==> config.mk <==
export PLATFORM = sky130hd
export DESIGN_NAME = req_arbiter_8
export DESIGN_NICKNAME = d
export VERILOG_FILES = /design/src/rtl/arb_pkg.sv /design/src/rtl/arb_pri_enc8.sv /design/src/rtl/req_arbiter_8.sv
export SDC_FILE = /design/constraint.sdc
export NUM_CORES = 1
export LEC_CHECK = 0
export CAP_MARGIN = 10
export CORE_MARGIN = 1
export CORE_UTILIZATION = 38
export CTS_BUF_LIST = sky130_fd_sc_hd__clkbuf_16
export DETAILED_ROUTE_END_ITERATION = 12
export DONT_BUFFER_PORTS = 1
export PLACE_DENSITY = 0.52
export SYNTH_ARGS = -nofsm -noshare
export SYNTH_HDL_FRONTEND = slang
export SYNTH_SLANG_ARGS = --single-unit
==> constraint.sdc <==
create_clock -name clk -period 2.1 [get_ports clk]
set_clock_uncertainty 0.2 [all_clocks]
set_input_delay 0.21 -clock clk [delete_from_list [all_inputs] [get_ports clk]]
set_output_delay 0.21 -clock clk [all_outputs]
set_load 0.01 [all_outputs]
==> src/rtl/arb_pkg.sv <==
// Shared definitions for the 8-requester arbiter.
// Holds the requester/index widths, hold-counter width, FSM state encoding
// and the index-to-one-hot helper used to build the grant vector.
package arb_pkg;

   localparam int unsigned N            = 8;
   localparam int unsigned IDW          = 3;
   localparam int unsigned CNTW         = 5;
   localparam int unsigned MAX_HOLD_DEF = 16;

   // State codes kept as plain constants so legacy code can compare against them.
   localparam logic [1:0] ST_IDLE  = 2'd0;
   localparam logic [1:0] ST_GRANT = 2'd1;
   localparam logic [1:0] ST_GAP   = 2'd2;

   typedef enum logic [1:0] {
      IDLE  = ST_IDLE,
      GRANT = ST_GRANT,
      GAP   = ST_GAP
   } arb_state_e;

   // Convert an encoded requester index into a one-hot grant vector.
   function automatic logic [N-1:0] onehot_from_idx(input logic [IDW-1:0] idx);
      return N'(1) << idx;
   endfunction

endpackage

==> src/rtl/arb_pri_enc8.sv <==
// Combinational 8-to-3 priority encoder; the highest set bit wins.
// Ports:
//   vec_i   [7:0]  input vector
//   idx_o   [2:0]  index of highest set bit (0 when vec_i is zero)
//   valid_o        high when any bit of vec_i is set
module arb_pri_enc8
   import arb_pkg::*;
(
   input  logic [N-1:0]   vec_i,
   output logic [IDW-1:0] idx_o,
   output logic           valid_o
);

   // Ascending scan so the last (highest) set bit overrides earlier ones.
   always_comb begin
      idx_o = '0;
      for (int i = 0; i < int'(N); i++) begin
         if (vec_i[i]) idx_o = IDW'(i);
      end
   end

   assign valid_o = |vec_i;

endmodule

==> src/rtl/req_arbiter_8.sv <==
// Eight-requester arbiter with grant hold, hold-timeout revocation and a
// one-shot mask that lets the next requester in after a timeout.
// Optional feature: define ARB_ROUND_ROBIN_EN for rotating priority;
// default build is fixed priority with bit 7 highest.
// Ports:
//   clk        rising-edge clock
//   rst        asynchronous active-high reset
//   req        [7:0] level requests
//   gnt        [7:0] registered one-hot grant
//   gnt_id     [2:0] registered index of the granted requester (hold last)
//   gnt_valid  registered, high while gnt is non-zero
//   timeout    registered one-cycle pulse when the hold limit revokes a grant
module req_arbiter_8
   import arb_pkg::*;
#(
   parameter int unsigned MAX_HOLD = MAX_HOLD_DEF
)(
   input  logic           clk,
   input  logic           rst,
   input  logic [N-1:0]   req,
   output logic [N-1:0]   gnt,
   output logic [IDW-1:0] gnt_id,
   output logic           gnt_valid,
   output logic           timeout
);

   arb_state_e      state_q, state_d;
   logic [N-1:0]    gnt_q, gnt_d;
   logic [IDW-1:0]  gnt_id_q, gnt_id_d;
   logic            gnt_valid_q, gnt_valid_d;
   logic            timeout_q, timeout_d;
   logic [CNTW-1:0] hold_cnt_q, hold_cnt_d;
   logic [N-1:0]    mask_q, mask_d;

   logic [N-1:0]    masked;
   logic [N-1:0]    eff;
   logic [N-1:0]    enc_in;
   logic [IDW-1:0]  enc_idx;
   logic            enc_valid;
   logic [IDW-1:0]  win_idx;
   logic            arb_go;

   // A masked requester that is the only one asking still gets served.
   assign masked = req & ~mask_q;
   assign eff    = (|masked) ? masked : req;

   arb_pri_enc8 u_enc (
      .vec_i   (enc_in),
      .idx_o   (enc_idx),
      .valid_o (enc_valid)
   );

   assign arb_go = ((state_q == IDLE) || (state_q == GAP)) && enc_valid;

`ifdef ARB_ROUND_ROBIN_EN
   logic [IDW-1:0] rr_q, rr_d;
   logic [IDW-1:0] shift;

   // Rotate so the pointer position lands on bit 7 (top priority of the encoder).
   assign shift = rr_q + IDW'(1);

   always_comb begin
      enc_in = '0;
      for (int j = 0; j < int'(N); j++) begin
         enc_in[j] = eff[IDW'(j) + shift];
      end
   end

   assign win_idx = enc_idx + shift;

   // Winner becomes lowest priority at the next arbitration.
   always_comb begin
      rr_d = rr_q;
      if (arb_go) rr_d = win_idx - IDW'(1);
   end

   always_ff @(posedge clk or posedge rst) begin
      if (rst) rr_q <= IDW'(N - 1);
      else     rr_q <= rr_d;
   end
`else
   assign enc_in  = eff;
   assign win_idx = enc_idx;
`endif

   // Next-state and output decode.
   always_comb begin
      state_d     = state_q;
      gnt_d       = gnt_q;
      gnt_id_d    = gnt_id_q;
      gnt_valid_d = gnt_valid_q;
      timeout_d   = 1'b0;
      hold_cnt_d  = hold_cnt_q;
      mask_d      = mask_q;

      case (state_q)
         IDLE, GAP: begin
            gnt_d       = '0;
            gnt_valid_d = 1'b0;
            hold_cnt_d  = '0;
            state_d     = IDLE;
            if (arb_go) begin
               gnt_d       = onehot_from_idx(win_idx);
               gnt_id_d    = win_idx;
               gnt_valid_d = 1'b1;
               hold_cnt_d  = CNTW'(1);
               mask_d      = '0;
               state_d     = GRANT;
            end
         end
         GRANT: begin
            // Release takes precedence over a coincident timeout.
            if (!req[gnt_id_q]) begin
               gnt_d       = '0;
               gnt_valid_d = 1'b0;
               hold_cnt_d  = '0;
               state_d     = GAP;
            end else if (hold_cnt_q == CNTW'(MAX_HOLD)) begin
               gnt_d            = '0;
               gnt_valid_d      = 1'b0;
               hold_cnt_d       = '0;
               timeout_d        = 1'b1;
               mask_d[gnt_id_q] = 1'b1;
               state_d          = GAP;
            end else begin
               hold_cnt_d = hold_cnt_q + CNTW'(1);
            end
         end
         default: begin
            state_d = IDLE;
         end
      endcase
   end

   // State and output registers.
   always_ff @(posedge clk or posedge rst) begin
      if (rst) begin
         state_q     <= IDLE;
         gnt_q       <= '0;
         gnt_id_q    <= '0;
         gnt_valid_q <= 1'b0;
         timeout_q   <= 1'b0;
         hold_cnt_q  <= '0;
         mask_q      <= '0;
      end else begin
         state_q     <= state_d;
         gnt_q       <= gnt_d;
         gnt_id_q    <= gnt_id_d;
         gnt_valid_q <= gnt_valid_d;
         timeout_q   <= timeout_d;
         hold_cnt_q  <= hold_cnt_d;
         mask_q      <= mask_d;
      end
   end

   assign gnt       = gnt_q;
   assign gnt_id    = gnt_id_q;
   assign gnt_valid = gnt_valid_q;
   assign timeout   = timeout_q;

endmodule
---- Yosys cells after proc, flatten, opt, wreduce, memory -nomap -nowiden ----
Index checks and enable logic that the tools add are counted.
Widths: inputs -> output; s select.
storage, ports and cells
  output and inout bits ................... 13
  bits in registers ....................... 28
  bits of input ports ..................... 10
  logic and storage cells ................. 67
cells by class
  bitwise logic cells ..................... 3
  $lt $le $gt $ge ......................... 2
  equality and inequality tests ........... 7
  reduce and logical (&&, ||, !) cells .... 11
  add/sub/neg operators ................... 1
  shift-type cells ........................ 1
  multiplexer cells ....................... 35
operators with widths
  kind                 count
  $mux 8               7
  $pmux 8 s2           2
  $reduce_or 8->1      2
  $mux 3               4
  $mux 1               11
  $mux 5               2
  $pmux 5 s2           1
  $and 8x8->8          1
  $mux 2               4
  $not 8->8            1
  $or 8x8->8           1
  $shl 1x3->8 const A  1
  $ne 2x2->1 const B   3
  $add 5x1->5 const B  1
  $eq 5x5->1 const B   1
  $lt 3x4->1 const B   1
  $pmux 2 s2           1
  $reduce_and 2->1     2
  $reduce_and 4->1     1
  $bmux 1 s3           1
  $demux 1 s3          1
  $ge 3x1->1 const B   1
  $ne 3x3->1 const B   1
  $eq 2x1->1 const B   1
  other kinds (7)      8

---- Depth between registers and ports, before layout ----
  depth after elaboration ................. 14
  mapped depth ............................ 8
  depth with buffers taken out ............ 7

---- By module ----
From an unflattened synthesis, not the netlist that was laid out.
unflattened totals
  cells, all modules ...................... 166
  area total of the unflattened synthesis .. 1530.2 um^2
modules (own cells, without submodules)
  module         area each (um^2)  times used  cells an instance  seq. area each (um^2)
  req_arbiter_8  1463.9            1           154                700.7
  arb_pri_enc8   66.3              1           12                 0.0

---- Worst setup path after synthesis ----
No wires, ideal clock.
  path type ............................... reg-to-reg
  start ................................... register gnt_id_q[1] (netlist: gnt_id[1])
  end ..................................... register gnt_q[4] (netlist: gnt[4])
  stages on the path, launching flop included .. 8
  period minus slack after synthesis ...... 2.008 ns
  path slack .............................. 0.092 ns
  data arrival time ....................... 1.687 ns
  buffers on the path ..................... 1
  data required time ...................... 1.779 ns
  setup time .............................. 0.121 ns
  path through ............................ dfrtp_1 > buf_2 > nand2b_1 > o221a_2 > nor2_2 > nor3_4 > o21a_1 > a22o_1
on the way
  longest elaborated chain between the ends .. 4
  elaborated cells on any way between the ends .. 6
  classes of those cells .................. eq/ne (1); mux (4); reduce/logical (1)
RTL lines
  what                                                   line                  RTL
  from (decl)                                            req_arbiter_8.sv:29   logic [IDW-1:0] gnt_id_q, gnt_id_d;
  from (signal assigned)                                 req_arbiter_8.sv:148  gnt_id_q <= gnt_id_d;
  $bmux 1 s3 *                                           req_arbiter_8.sv:113  if (!req[gnt_id_q]) begin
  $mux 1 (not written as such) *                         req_arbiter_8.sv:113
  $mux 8 / $ne 3x3->1 (equally long branches)            --
  $pmux 8 s2 / $reduce_and 2->1 (equally long branches)  --
  to (signal assigned)                                   req_arbiter_8.sv:147  gnt_q <= gnt_d;
  to (decl)                                              req_arbiter_8.sv:28   logic [N-1:0] gnt_q, gnt_d;
Mark *: on every way between the ends. The rest lies on a longest branch, timed or not. The select of a mux whose other input is x is not followed.
A chain may end at the register's enable or synchronous reset.

---- Final worst setup path ----
  start ................................... register mask_q[6]
  end ..................................... register mask_q[3]
on the way
  longest elaborated chain between the ends .. 8
RTL lines
  what                          line                  RTL
  from (decl)                   req_arbiter_8.sv:33   logic [N-1:0] mask_q, mask_d;
  from (signal assigned)        req_arbiter_8.sv:152  mask_q <= mask_d;
  $not 8->8 *                   req_arbiter_8.sv:44   assign masked = req & ~mask_q;
  $and 8x8->8 *                 req_arbiter_8.sv:44
  $reduce_or 8->1               req_arbiter_8.sv:45   assign eff = (|masked) ? masked : req;
  $mux 8 *                      req_arbiter_8.sv:45
  $reduce_or 8->1 *             arb_pri_enc8.sv:22    assign valid_o = |vec_i;
  $logic_and 1x1->1 *           req_arbiter_8.sv:53   assign arb_go = ((state_q == IDLE) || (state_q == GAP)) && enc_valid;
  $ne 2x2->1 (no line) *        --
  $reduce_and 4->1 (no line) *  --
Mark *: on every way between the ends. The rest lies on a longest branch, timed or not.

==> metrics.csv <==
stage,metric,value,unit
outcome,run_status,"complete, but fails checks",
outcome,violations,setup timing,
setup_path,worstPathArrival,2.11,ns
die,dieWidth,66.1,um
clocking,cts_root_buf,clkbuf_16,
setup_path,rrSetupSlack,-0.02,ns
logic_synthesis,synth_edf_count,0,
layout,multi_input_area,913,sq um
setup_path,cp.buffers_inverters,2,
sta,setup_viol,8,
global_routing,gr-total-overflow,0,
setup_path,startpoint_type,register,
sta,relSlewSlack,72.6,%
place,dp.cells,221,
power_and_ir_drop,ir_drop,0.000485,V
sta,layout_setup_ws,-0.0246,ns
die,row_count,22,
clocking,clk_latency,0.26,ns
power_and_ir_drop,cellPowerDensity,1040,nW/um^2
logic_synthesis,ys_seq_area_share,44.9,%
logic_synthesis,yosys.area.top_type,dfrtp_1,
drt,vias_per_cell,5.55,
layout,finalNetCount,196,
sta,tightest_slew,0.411,ns
place,post_dp_cell_area,1790,sq um
global_routing,grt_pass1_vias,1293,
run,max_cap_violations,0,
setup_path,slowest_delay,0.42,ns
drt,wl,3.92,mm
drt,drtPass1Iterations,4,
layout,seq_area,701,sq um
logic_synthesis,yosysMostFrequentCell,dfrtp_1,
setup_path,worst-path-max-fanout,8,
logic_synthesis,ys_top_cells_by_count,"dfrtp_1, nand2_1, inv_1",
drt,wl_per_cell,17.0,um
power_and_ir_drop,power.leakage,0.000886,uW
clocking,htreeDepth,1,
die,die_h,66.1,um
logic_synthesis,synthCells,152,
clocking,cts_tree,built,
die,io_pins,23,
place,gp_congestion,0.848,
global_routing,grt_pass1_wl,6.38,mm
layout,nFillCells,347,
drt,ant_nets,0,
setup_path,critPathKind,reg2reg,
drt,vias,1281,
die,dieArea,4370,sq um
setup_path,crit_slowest_cell,dfrtp_1,
sta,rsz0062_at_grt,yes,
sta,fin_crit_sh,101,%
global_routing,antenna_found_initial,0,
place,hpwl,2.97,mm
sta,max_freq,471,MHz
die,initial_core_util,41.1,%
setup_path,critPathTopFamily,compound AO/OA/AOI/OAI gates,
clocking,cts.sinks,28,
logic_synthesis,synth.distinct_cells,46,
layout,drive_gt1_share,35.5,%
logic_synthesis,async_flop_share,100,%
global_routing,grt_max_degree,29,
clocking,clockBufferDepth,2,
die,core_area,3800,sq um
sta,hold_viol,0,
setup_path,crit_required,2.08,ns
logic_synthesis,postSynthAreaPerCell,10.3,sq um
logic_synthesis,synth_top_area_share,44.9,%
sta,drv_slew,0,
logic_synthesis,ys.flop_type,dfrtp_1,
place,port_buffers,0,
layout,instances_no_fill,231,
layout,areaGrowthSynthToFinish,30.9,%
logic_synthesis,ys_top_cells_by_area,"dfrtp_1, o2bb2ai_1, nand2_1",
setup_path,cp_cell_sequence,o2111ai_4 > buf_6 > or2_4 > a21o_4 > nand4_4 > o21ai_4 > buf_12 > o2bb2ai_1,
logic_synthesis,synth_fp_nets,164,
logic_synthesis,ys_ff_latch,28,
clocking,clkTransAtPathRegs,0.07,ns
drt,drc,0,
clocking,cts_buffers,3,
sta,min_period,2.12,ns
hold_path,min_path_type,in2reg,
layout,num_antenna_cells,0,
global_routing,grtUsageTotal,19.9,%
logic_synthesis,netlist_area,1560,sq um
logic_synthesis,yosysWarningCount,0,
drt,drtIter0Drc,53,
setup_path,critPathCaptureType,register,
layout,stdcell_area,2040,sq um
-- metal layers --
layer	part of all wire, %	vias to the layer above	global-route usage [%]
met2	48	26	32.0
met3	5.8	6	4.83
met5	0	-	0
met1	45	627	25.8
met4	1.4	0	7.45
li1	-	622	-
-- where the power goes --
part | leakage (uW) | switching [uW] | total, uW | internal [uW]
sequential | 0.000369 | 165 | 805 | 640
combinational | 0.000478 | 465 | 890 | 425
clock | 0.0000385 | 171 | 426 | 255
total | 0.000886 | 802 | 2120 | 1320
-- placed cells by master (no fill, tap or decap), types with 3 or more instances in the layout --
cell type / count
a22o_1: 4
nor2_1: 8
dfrtp_1: 28
buf_4: 26
nand2_1: 17
nor3_1: 3
a21oi_1: 5
clkbuf_16: 3
mux2i_1: 3
nand2b_1: 3
o21ai_1: 8
inv_1: 10
nand2b_4: 7
nand3b_1: 3
xor2_1: 3
o2bb2ai_2: 6
-- through the flow --
step                      hold slack, ns  util (%)  setup WS (ns)   TNS, ns  power, uW
after floorplan                   0.0754         -         0.0923         0       1320
after global placement           -0.0130      47.2         -0.120     -1.24       1650
after detailed placement        -0.00756      47.2        -0.0925    -0.819       1660
after CTS                         0.0793      51.4       -0.00719  -0.00857       2120
after global routing              0.0959      53.8         -0.124     -1.38       2250
final                             0.0781      53.8        -0.0246    -0.180       2120
-- area by class of cell --
class                      count  area share, %
multi-input combinational    110           44.7
clock buffer                   3           3.68
inverter                      11           2.02
tap                           48           2.94
clock inverter                 1          0.184
sequential                    28           34.3
timing repair buffer          30           12.1
-- timing repair --
| item | CTS | global route |
|---|---|---|
| buffers inserted | 3 | 2 |
| setup endpoints to repair | 14 | 19 |
| endpoints found under the hold margin | 28 | 0 |
| hold buffers | 1 | 0 |
| pin swaps | 7 | 8 |
| resized for setup | 10 | 13 |
-- sequential cells by signal, summed over array words and instances (netlist names) --
| name | cells |
|---|---|
| gnt | 8 |
| mask_q | 8 |
| hold_cnt_q | 5 |
| gnt_id | 3 |
| state_q | 2 |
| gnt_valid | 1 |
| timeout | 1 |
-- final timing paths --
check	startpoint	endpoint	depth (start not counted)
min in group asynchronous	rst	timeout$_DFF_PP0_	3
setup / recovery	mask_q[6]$_DFFE_PP0P_	mask_q[3]$_DFFE_PP0P_	8
hold / removal	req[5]	gnt[5]$_DFFE_PP0P_	2
setup reg to reg	mask_q[6]$_DFFE_PP0P_	mask_q[3]$_DFFE_PP0P_	8
hold reg to reg	hold_cnt_q[4]$_DFFE_PP0P_	hold_cnt_q[4]$_DFFE_PP0P_	2
max in group asynchronous	rst	hold_cnt_q[1]$_DFFE_PP0P_	3
-- cell families after synthesis --
logic type / share of synthesized area, %
flip-flops: 44.9
AO/OA/AOI/OAI: 24.5
AND/OR/NAND/NOR: 21.4
multiplexers: 1.92
adder cells (fa/ha/maj): 1.60
buffers and inverters: 3.93
XOR/XNOR: 1.68
(Power assumes the default switching activity.)
